<file path="src/rtl/bus_pkg.sv">
// ============================================================================
// Module      : bus_pkg
// Description : Shared codes for the core's bus datapath: write-select
//               codes, increment strobe bit positions and the DRAM write
//               handshake state encoding.
// Revision    : 1.0  initial release
// ============================================================================
`default_nettype none

package bus_pkg;

    // write_en codes
    localparam logic [3:0] WR_NONE   = 4'd0;
    localparam logic [3:0] WR_AR     = 4'd1;
    localparam logic [3:0] WR_I      = 4'd2;
    localparam logic [3:0] WR_J      = 4'd3;
    localparam logic [3:0] WR_K      = 4'd4;
    localparam logic [3:0] WR_A      = 4'd5;
    localparam logic [3:0] WR_DR     = 4'd6;
    localparam logic [3:0] WR_AC     = 4'd7;
    localparam logic [3:0] WR_R      = 4'd8;
    localparam logic [3:0] WR_SUM    = 4'd9;
    localparam logic [3:0] WR_DRAM   = 4'd10;
    localparam logic [3:0] WR_CLRAC  = 4'd11;
    // Codes at or above this value are reserved
    localparam logic [3:0] WR_RSVD_MIN = 4'd12;

    // inc_en bit positions
    localparam int unsigned INC_I  = 0;
    localparam int unsigned INC_J  = 1;
    localparam int unsigned INC_K  = 2;
    localparam int unsigned INC_AR = 3;

    // DRAM write handshake states
    typedef enum logic [0:0] {
        ST_IDLE     = 1'b0,
        ST_WAIT_ACK = 1'b1
    } hs_state_t;

    // True for codes that decode to nothing and must be reported as dropped
    function automatic logic is_reserved(input logic [3:0] code);
        return (code >= WR_RSVD_MIN);
    endfunction

endpackage

`default_nettype wire

</file>
<file path="src/rtl/dram_wr_hs.sv">
// ============================================================================
// Module      : dram_wr_hs
// Description : DRAM write request/acknowledge handshake. Captures address
//               and data on a start strobe, holds the request until ack.
// Revision    : 1.0  initial release
// ============================================================================
`default_nettype none

module dram_wr_hs #(
    parameter int WIDTH  = 16,
    parameter int ADDR_W = 16
) (
    input  logic              clock,
    input  logic              resetn,
    input  logic              i_start,
    input  logic [ADDR_W-1:0] i_addr,
    input  logic [WIDTH-1:0]  i_data,
    input  logic              i_ack,
    output logic              o_dram_we,
    output logic [ADDR_W-1:0] o_dram_addr,
    output logic [WIDTH-1:0]  o_dram_wdata,
    output logic              o_busy,
    output logic              o_wr_done
);

    import bus_pkg::*;

    hs_state_t         r_state;
    hs_state_t         w_next_state;
    logic              w_capture;
    logic              w_ack_seen;
    logic [ADDR_W-1:0] r_addr;
    logic [WIDTH-1:0]  r_data;
    logic              r_done;

    // State register
    always_ff @(posedge clock) begin
        if (!resetn) begin
            r_state <= ST_IDLE;
        end else begin
            r_state <= w_next_state;
        end
    end

    // Next-state logic: start leaves IDLE, ack returns to it; no timeout
    always_comb begin
        w_next_state = r_state;
        case (r_state)
            ST_IDLE:     if (i_start) w_next_state = ST_WAIT_ACK;
            ST_WAIT_ACK: if (i_ack)   w_next_state = ST_IDLE;
            default:                  w_next_state = ST_IDLE;
        endcase
    end

    // Output decode: request and busy are the WAIT_ACK state itself
    always_comb begin
        o_busy     = (r_state == ST_WAIT_ACK);
        o_dram_we  = (r_state == ST_WAIT_ACK);
        w_capture  = (r_state == ST_IDLE) && i_start;
        w_ack_seen = (r_state == ST_WAIT_ACK) && i_ack;
    end

    // Address/data capture; held stable for the whole request
    always_ff @(posedge clock) begin
        if (!resetn) begin
            r_addr <= '0;
            r_data <= '0;
        end else if (w_capture) begin
            r_addr <= i_addr;
            r_data <= i_data;
        end
    end

    // Completion pulse, high in the cycle after ack is accepted
    always_ff @(posedge clock) begin
        if (!resetn) begin
            r_done <= 1'b0;
        end else begin
            r_done <= w_ack_seen;
        end
    end

    assign o_dram_addr  = r_addr;
    assign o_dram_wdata = r_data;
    assign o_wr_done    = r_done;

endmodule

`default_nettype wire

</file>
<file path="src/rtl/bus_writer.sv">
// ============================================================================
// Module      : bus_writer
// Description : Write side of the core bus. Decodes write_en into the
//               working registers, applies increments and launches DRAM
//               writes through the handshake sub-block.
// Revision    : 1.0  initial release
// ============================================================================
`default_nettype none

module bus_writer #(
    parameter int WIDTH  = 16,
    parameter int ADDR_W = 16
) (
    input  logic              clock,
    input  logic              resetn,
    input  logic [3:0]        write_en,
    input  logic [WIDTH-1:0]  busin,
    input  logic [3:0]        inc_en,
    input  logic              dram_ack,
    output logic [WIDTH-1:0]  ar,
    output logic [WIDTH-1:0]  i,
    output logic [WIDTH-1:0]  j,
    output logic [WIDTH-1:0]  k,
    output logic [WIDTH-1:0]  a,
    output logic [WIDTH-1:0]  dr,
    output logic [WIDTH-1:0]  ac,
    output logic [WIDTH-1:0]  r,
    output logic [WIDTH-1:0]  sum,
    output logic              dram_we,
    output logic [ADDR_W-1:0] dram_addr,
    output logic [WIDTH-1:0]  dram_wdata,
    output logic              busy,
    output logic              wr_done,
    output logic              drop
);

    import bus_pkg::*;

    localparam logic [WIDTH-1:0] C_ONE = {{(WIDTH-1){1'b0}}, 1'b1};

    logic [WIDTH-1:0] r_ar, r_i, r_j, r_k, r_a, r_dr, r_ac, r_r, r_sum;
    logic             r_drop;
    logic             w_busy;
    logic             w_accept;
    logic             w_drop_next;
    logic             w_start;

    // Writes are only honoured while no DRAM request is outstanding
    always_comb begin
        w_accept    = !w_busy;
        w_start     = w_accept && (write_en == WR_DRAM);
        w_drop_next = is_reserved(write_en) || (w_busy && (write_en != WR_NONE));
    end

    // Index registers: increment first, a same-cycle write overrides it
    always_ff @(posedge clock) begin
        if (!resetn) begin
            r_ar <= '0;
            r_i  <= '0;
            r_j  <= '0;
            r_k  <= '0;
        end else begin
            if (inc_en[INC_AR]) r_ar <= r_ar + C_ONE;
            if (inc_en[INC_I])  r_i  <= r_i  + C_ONE;
            if (inc_en[INC_J])  r_j  <= r_j  + C_ONE;
            if (inc_en[INC_K])  r_k  <= r_k  + C_ONE;
            if (w_accept) begin
                if (write_en == WR_AR) r_ar <= busin;
                if (write_en == WR_I)  r_i  <= busin;
                if (write_en == WR_J)  r_j  <= busin;
                if (write_en == WR_K)  r_k  <= busin;
            end
        end
    end

    // Plain data registers, plus the AC clear command
    always_ff @(posedge clock) begin
        if (!resetn) begin
            r_a   <= '0;
            r_dr  <= '0;
            r_ac  <= '0;
            r_r   <= '0;
            r_sum <= '0;
        end else if (w_accept) begin
            case (write_en)
                WR_A:     r_a   <= busin;
                WR_DR:    r_dr  <= busin;
                WR_AC:    r_ac  <= busin;
                WR_CLRAC: r_ac  <= '0;
                WR_R:     r_r   <= busin;
                WR_SUM:   r_sum <= busin;
                default:  ;
            endcase
        end
    end

    // Drop pulse, one cycle after an ignored nonzero code
    always_ff @(posedge clock) begin
        if (!resetn) begin
            r_drop <= 1'b0;
        end else begin
            r_drop <= w_drop_next;
        end
    end

    dram_wr_hs #(
        .WIDTH  (WIDTH),
        .ADDR_W (ADDR_W)
    ) u_dram_wr_hs (
        .clock        (clock),
        .resetn       (resetn),
        .i_start      (w_start),
        .i_addr       (r_ar[ADDR_W-1:0]),
        .i_data       (busin),
        .i_ack        (dram_ack),
        .o_dram_we    (dram_we),
        .o_dram_addr  (dram_addr),
        .o_dram_wdata (dram_wdata),
        .o_busy       (w_busy),
        .o_wr_done    (wr_done)
    );

    assign ar   = r_ar;
    assign i    = r_i;
    assign j    = r_j;
    assign k    = r_k;
    assign a    = r_a;
    assign dr   = r_dr;
    assign ac   = r_ac;
    assign r    = r_r;
    assign sum  = r_sum;
    assign busy = w_busy;
    assign drop = r_drop;

endmodule

`default_nettype wire

</file>
<file path="config.mk">
export PLATFORM = sky130hd
export DESIGN_NAME = bus_writer
export DESIGN_NICKNAME = d
export VERILOG_FILES = /design/src/rtl/bus_pkg.sv /design/src/rtl/dram_wr_hs.sv /design/src/rtl/bus_writer.sv
export SDC_FILE = /design/constraint.sdc
export NUM_CORES = 1
export LEC_CHECK = 0
export ABC_AREA = 1
export CELL_PAD_IN_SITES_DETAIL_PLACEMENT = 1
export CELL_PAD_IN_SITES_GLOBAL_PLACEMENT = 1
export CORE_MARGIN = 2
export CORE_UTILIZATION = 32
export CTS_CLUSTER_DIAMETER = 40
export DETAILED_ROUTE_END_ITERATION = 8
export PLACE_DENSITY_LB_ADDON = 0.12
export SYNTH_ARGS = -nofsm -noshare
export SYNTH_HDL_FRONTEND = slang
export SYNTH_SLANG_ARGS = --single-unit
</file>
<file path="constraint.sdc">
create_clock -name clock -period 1.4 [get_ports clock]
set_clock_uncertainty 0.1 [all_clocks]
set_input_delay 0.28 -clock clock [delete_from_list [all_inputs] [get_ports clock]]
set_output_delay 0.28 -clock clock [all_outputs]
set_load 0.02 [all_outputs]
</file>
# [Yosys cells after proc, flatten, opt, wreduce, memory -nomap -nowiden]
# Index checks and enable logic that the tools add are counted.
[op_classes] mux=16 order_cmp=1 bitwise_logic=1 n_addsub=4 n_reduce_logical=13 eq_ne=11
[ops] op="2-to-1 mux 16 bit" n=12
[ops] op="adder 16 x 1 -> 16 bit, second input constant" n=4
[ops] op="case mux 16 bit (2 select lines)" n=1
[ops] op="== test 4 x 3 -> 1 bit, second input constant" n=4
[ops] op="== test 4 bit, second input constant" n=4
[ops] op="AND reduction 2 bit" n=5
[ops] op="== test 4 x 2 -> 1 bit, second input constant" n=2
[ops] op="== test 4 x 1 -> 1 bit, second input constant" n=1
[ops] op="greater-or-equal comparator 4 bit, second input constant" n=1
[ops] op="logical AND 1 bit" n=4
[ops] op="nonzero test 4 bit" n=1
[ops] op="2-to-1 mux 1 bit" n=2
[ops] op="case mux 1 bit (2 select lines)" n=1
[ops] op="nonzero test 2 bit" n=1
[ops] op="logical NOT 1 bit" n=1
[ops] op="logical OR 1 bit" n=1
[ops] op="inverter 1 bit" n=1
[totals] input_bits=27 output_inout_bits=180 elab_cells=60 regBits=179

# [Logic depth before layout (Yosys ltp)]
[depth] ltp_word=4 ltp_mapped=10 mapped_depth_nobuf=10

# [Hierarchy]
# From an unflattened synthesis, not the netlist that was laid out.
[unflattened] hier_cells=1190 hier_area_um2=8304.2
[modules_own_cells] mod="bus_writer" cells_per_inst=973 n_inst=1 area_per_inst_um2=6835.3 seq_area_each_um2=2902.8
[modules_own_cells] mod="dram_wr_hs" cells_per_inst=217 n_inst=1 area_per_inst_um2=1468.9 seq_area_each_um2=680.7

# [Least setup slack after synthesis]
# Ideal clock, no wire load.
[synth_timing] kind="flip-flop to flip-flop" start="reg r_ar[0] (netlist: ar[0])" end="reg r_ar[12] (netlist: ar[12])" t_arrival_ns=1.418 path_buffers=0 stages_incl_launch_ff=9 required_time_ns=1.191 synth_period_minus_slack_ns=1.627 path_slack_ns=-0.227 setup_time_ns=0.109 path_cell_list="dfxtp_1 ha_1 nand3_1 nor3_4 nand3_1 nand2_1 nand3_1 nand2_1 inv_1"
[synth_between] elab_chain_len=4
[synth_lines] element="from (decl)" line_no="bus_writer.sv:41" text="logic [WIDTH-1:0] r_ar, r_i, r_j, r_k, r_a, r_dr, r_ac, r_r, r_sum;"
[synth_lines] element="from (signal assigned)" line_no="bus_writer.sv:63" text="if (inc_en[INC_AR]) r_ar <= r_ar + C_ONE;"
[synth_lines] element="from (signal assigned)" line_no="bus_writer.sv:68" text="if (write_en == WR_AR) r_ar <= busin;"
[synth_lines] element="adder 16 x 1 -> 16 bit *" line_no="bus_writer.sv:63"
[synth_lines] element="2-to-1 mux 16 bit *" line_no="bus_writer.sv:63"
[synth_lines] element="2-to-1 mux 16 bit" line_no="bus_writer.sv:68"
[synth_lines] element="2-to-1 mux 16 bit *" line_no="bus_writer.sv:67" text="if (w_accept) begin"
# Mark *: on every way between the ends. The rest lies on a longest branch, timed or not.
# A chain may end at the register's enable or synchronous reset.

# [Final worst setup path]
[layout_timing] start="reg u_dram_wr_hs.r_state (netlist: u_dram_wr_hs.o_busy)" end="reg r_a[9] (netlist: a[9])"
[layout_between] elab_chain_len=2
[layout_lines] element="from (decl)" line_no="dram_wr_hs.sv:28" text="hs_state_t r_state;"
[layout_lines] element="from (signal assigned)" line_no="dram_wr_hs.sv:41" text="r_state <= w_next_state;"
[layout_lines] element="inverter 1 bit (no line)"
[layout_lines] element="AND reduction 2 bit (no line)"
[layout_lines] element="to (signal assigned)" line_no="bus_writer.sv:86" text="WR_A: r_a <= busin;"
[layout_lines] element="to (decl)" line_no="bus_writer.sv:41"
# Every way passes these cells.

==> flow_metrics.env <==
export IMPL_final_nets=1403
export IMPL_vias=8494
export IMPL_clock_latency_ns=0.44
export IMPL_path_class="flop to flop"
export IMPL_synthSimpleGateAreaFrac=0.191
export IMPL_syn_nets=1058
export IMPL_die_h_um=160
export IMPL_grt_pass1_wl_um=50300
export IMPL_outcome="finished, violations left"
export IMPL_total_leakage_power_nw=6.06
export IMPL_grt_pass1_vias=8818
export IMPL_stdcell_area_um2=12700
export IMPL_synth_seq_area_share=0.458
export IMPL_overflow=0
export IMPL_cp_cell_sequence="nor3_4 -> inv_2 -> nor2_4 -> clkbuf_16 -> o21ai_0 -> a21oi_1"
export IMPL_yosys_warnings=0
export IMPL_cts_num_sinks=179
export IMPL_synth_top_family_by_area="compound AO/OA/AOI/OAI gates"
export IMPL_ir_drop_mv=0.629
export IMPL_io_buffers=206
export IMPL_syn_cell_area_um2=7830
export IMPL_cap_viol_max_count=0
export IMPL_synth_common_cells="179 x dfxtp_1, 149 x o21ai_0, 130 x inv_1"
export IMPL_end_kind="flop"
export IMPL_dpl_instance_area_um2=11300
export IMPL_synthArstFlopShare=0
export IMPL_grt_start_max_net_pins=66
export IMPL_yosys_area_share_adder=0.00639
export IMPL_vias_per_cell=4.96
export IMPL_hold_viol=0
export IMPL_drt_wirelength_per_cell_um=19.7
export IMPL_first_pass_iters=6
export IMPL_yosysMostFrequentCell="dfxtp_1"
export IMPL_cpPeakStageDelay_ns=0.38
export IMPL_clockRootBuffer="clkbuf_16"
export IMPL_yosys_area_share_xor_xnor=0.0257
export IMPL_fp_coreArea_um2=24200
export IMPL_nFillCells=2883
export IMPL_yosysTopAreaCell="dfxtp_1"
export IMPL_violations="setup timing"
export IMPL_hpwl_um=22000
export IMPL_gp_congestion=0.793
export IMPL_drive_gt1_frac=0.458
export IMPL_finalSetupTns_ns=-4.32
export IMPL_antenna_found_initial=2
export IMPL_final_seq_area_um2=3680
export IMPL_power_density_nw_per_um2=969
export IMPL_slew_headroom=0.678
export IMPL_fmax_ghz=0.645
export IMPL_syn_to_final_growth_pct=62.0
export IMPL_synth_avg_cell_area_um2=7.63
export IMPL_fin_crit_ns=1.55
export IMPL_muxShareOfSynthArea=0.00288
export IMPL_dp_cells=1637
export IMPL_setup_ws_ns=-0.150
export IMPL_track_usage=0.250
export IMPL_rsz0062_at_grt="yes"
export IMPL_rows=57
export IMPL_worst_pin_slew_ns=0.482
export IMPL_synthFlopType="dfxtp_1"
export IMPL_synth_edf_count=0
export IMPL_syn_inst=1027
export IMPL_fin_cells=1711
export IMPL_die_area_um2=25700
export IMPL_synth_cell_types=42
export IMPL_cp_slowest_cell="dfxtp_4"
export IMPL_synthTopCellsByArea="dfxtp_1 46%, o21ai_0 9.5%, a21oi_1 6.5%"
export IMPL_route_detailed_drc=0
export IMPL_h_tree_depth=4
export IMPL_drtIter0Drc=396
export IMPL_cts_made_buffers=17
export IMPL_critical_path_arrival_ns=1.81
export IMPL_fp_dieW_um=160
export IMPL_path_clk_slew_ns=0.08
export IMPL_multiInputGateArea_um2=4270
export IMPL_routed_wl_um=33800
export IMPL_slew_violations=0
export IMPL_synth_top_area_frac=0.458
export IMPL_period_share=1.11
export IMPL_drtAntennaViolNets=0
export IMPL_cts_tree="done"
export IMPL_critPathLaunchType="flop"
export IMPL_pre_cts_slack_ns=-0.630
export IMPL_initial_core_util=0.324
export IMPL_worstPathRequired_ns=1.66
export IMPL_clockBufferDepth=2
export IMPL_cp_max_fo=14
export IMPL_synth_compound_area_share=0.209
export IMPL_hold_class="input port to flop"
export IMPL_io_pins=207
export IMPL_ys_seq_elements=179
export IMPL_finalSetupViolations=123
export IMPL_final_util=0.525
## worst paths after layout
kind                                                     start                  to  cells after the start  slack [ns]
worst max-delay path            u_dram_wr_hs.o_busy$_SDFF_PN0_   a[9]$_SDFFE_PN0P_                      6       -0.15
worst min register to register              r[15]$_SDFFE_PN0P_  r[15]$_SDFFE_PN0P_                      2        0.40
worst min-delay path                                    resetn   a[7]$_SDFFE_PN0P_                      4        0.27
worst max register to register  u_dram_wr_hs.o_busy$_SDFF_PN0_   a[9]$_SDFFE_PN0P_                      6       -0.15
## area by class of cell
class	count	share of cell area
tap	324	0.0319
sequential	179	0.290
clock buffer	17	0.0335
antenna	2	0.000394
timing repair buffer	377	0.247
clock inverter	15	0.0128
inverter	144	0.0469
timing repair inverter	1	0.000690
multi-input combinational	652	0.337
## metal layers
metal | wire [um] | track usage | share of wire | vias to the layer above
li1 | - | - | - | 4081
met1 | 14100 | 0.303 | 0.42 | 4203
met2 | 17200 | 0.440 | 0.51 | 178
met3 | 1980 | 0.0661 | 0.059 | 32
met4 | 473 | 0.0618 | 0.014 | 0
met5 | 0 | 0 | 0 | -
## flip-flops by register name, summed over array words and instances, names as in the netlist
name                       cells
a                             16
ac                            16
ar                            16
dr                            16
i                             16
j                             16
k                             16
r                             16
sum                           16
u_dram_wr_hs.o_dram_addr      16
u_dram_wr_hs.o_dram_wdata     16
drop                           1
u_dram_wr_hs.o_busy            1
u_dram_wr_hs.o_wr_done         1
## worst max-delay path, delay by kind of cell (launching register included)
family	cells	cell delay, ns
AO/OA/AOI/OAI	2	0.26
buffers and inverters	2	0.33
flip-flops	1	0.38
AND/OR/NAND/NOR	2	0.41
## power breakdown
group	leakage, nW	switching, mW	internal, mW
combinational	4.30	1.17	0.849
sequential	1.48	0.182	5.29
clock	0.284	2.41	2.39
## cells in the final DEF (no fill, tap or decap), types with 20 or more instances in the layout
| cell | synthesis | routed |
|---|---|---|
| buf_6 | 3 | 39 |
| buf_4 | 12 | 140 |
| buf_12 | 1 | 20 |
| o21ai_2 | 0 | 37 |
| nor2_1 | 85 | 55 |
| dfxtp_1 | 179 | 133 |
| clkbuf_16 | 0 | 22 |
| a21oi_1 | 102 | 77 |
| a21oi_2 | 1 | 24 |
| nor2_4 | 4 | 23 |
| inv_1 | 130 | 123 |
| nand3_1 | 68 | 49 |
| o21ai_1 | 10 | 48 |
| nand2_1 | 117 | 95 |
| o21ai_0 | 149 | 69 |
| buf_2 | 13 | 139 |
| dfxtp_2 | 0 | 29 |
## cell families after synthesis
logic type      after synthesis
compound gates              298
xor+xnor                     23
fa+ha+maj                     4
buf+inv                     197
flops                       179
mux                           2
simple gates                324
## through the flow
step | hold slack (ns) | total power [mW]
floorplan | 0.287 | 6.35
global placement | 0.385 | 7.33
detailed placement | 0.399 | 7.37
CTS | 0.255 | 12.2
global route | 0.272 | 12.8
finish | 0.268 | 12.3
## repair_timing
action,CTS,global route
setup buffers,19,10
gates resized for setup,914,258
setup endpoints to repair,352,201
hold buffers,0,0
cloned,10,6
pin swaps,22,62
Note: power is estimated with default switching activity, not from simulation.
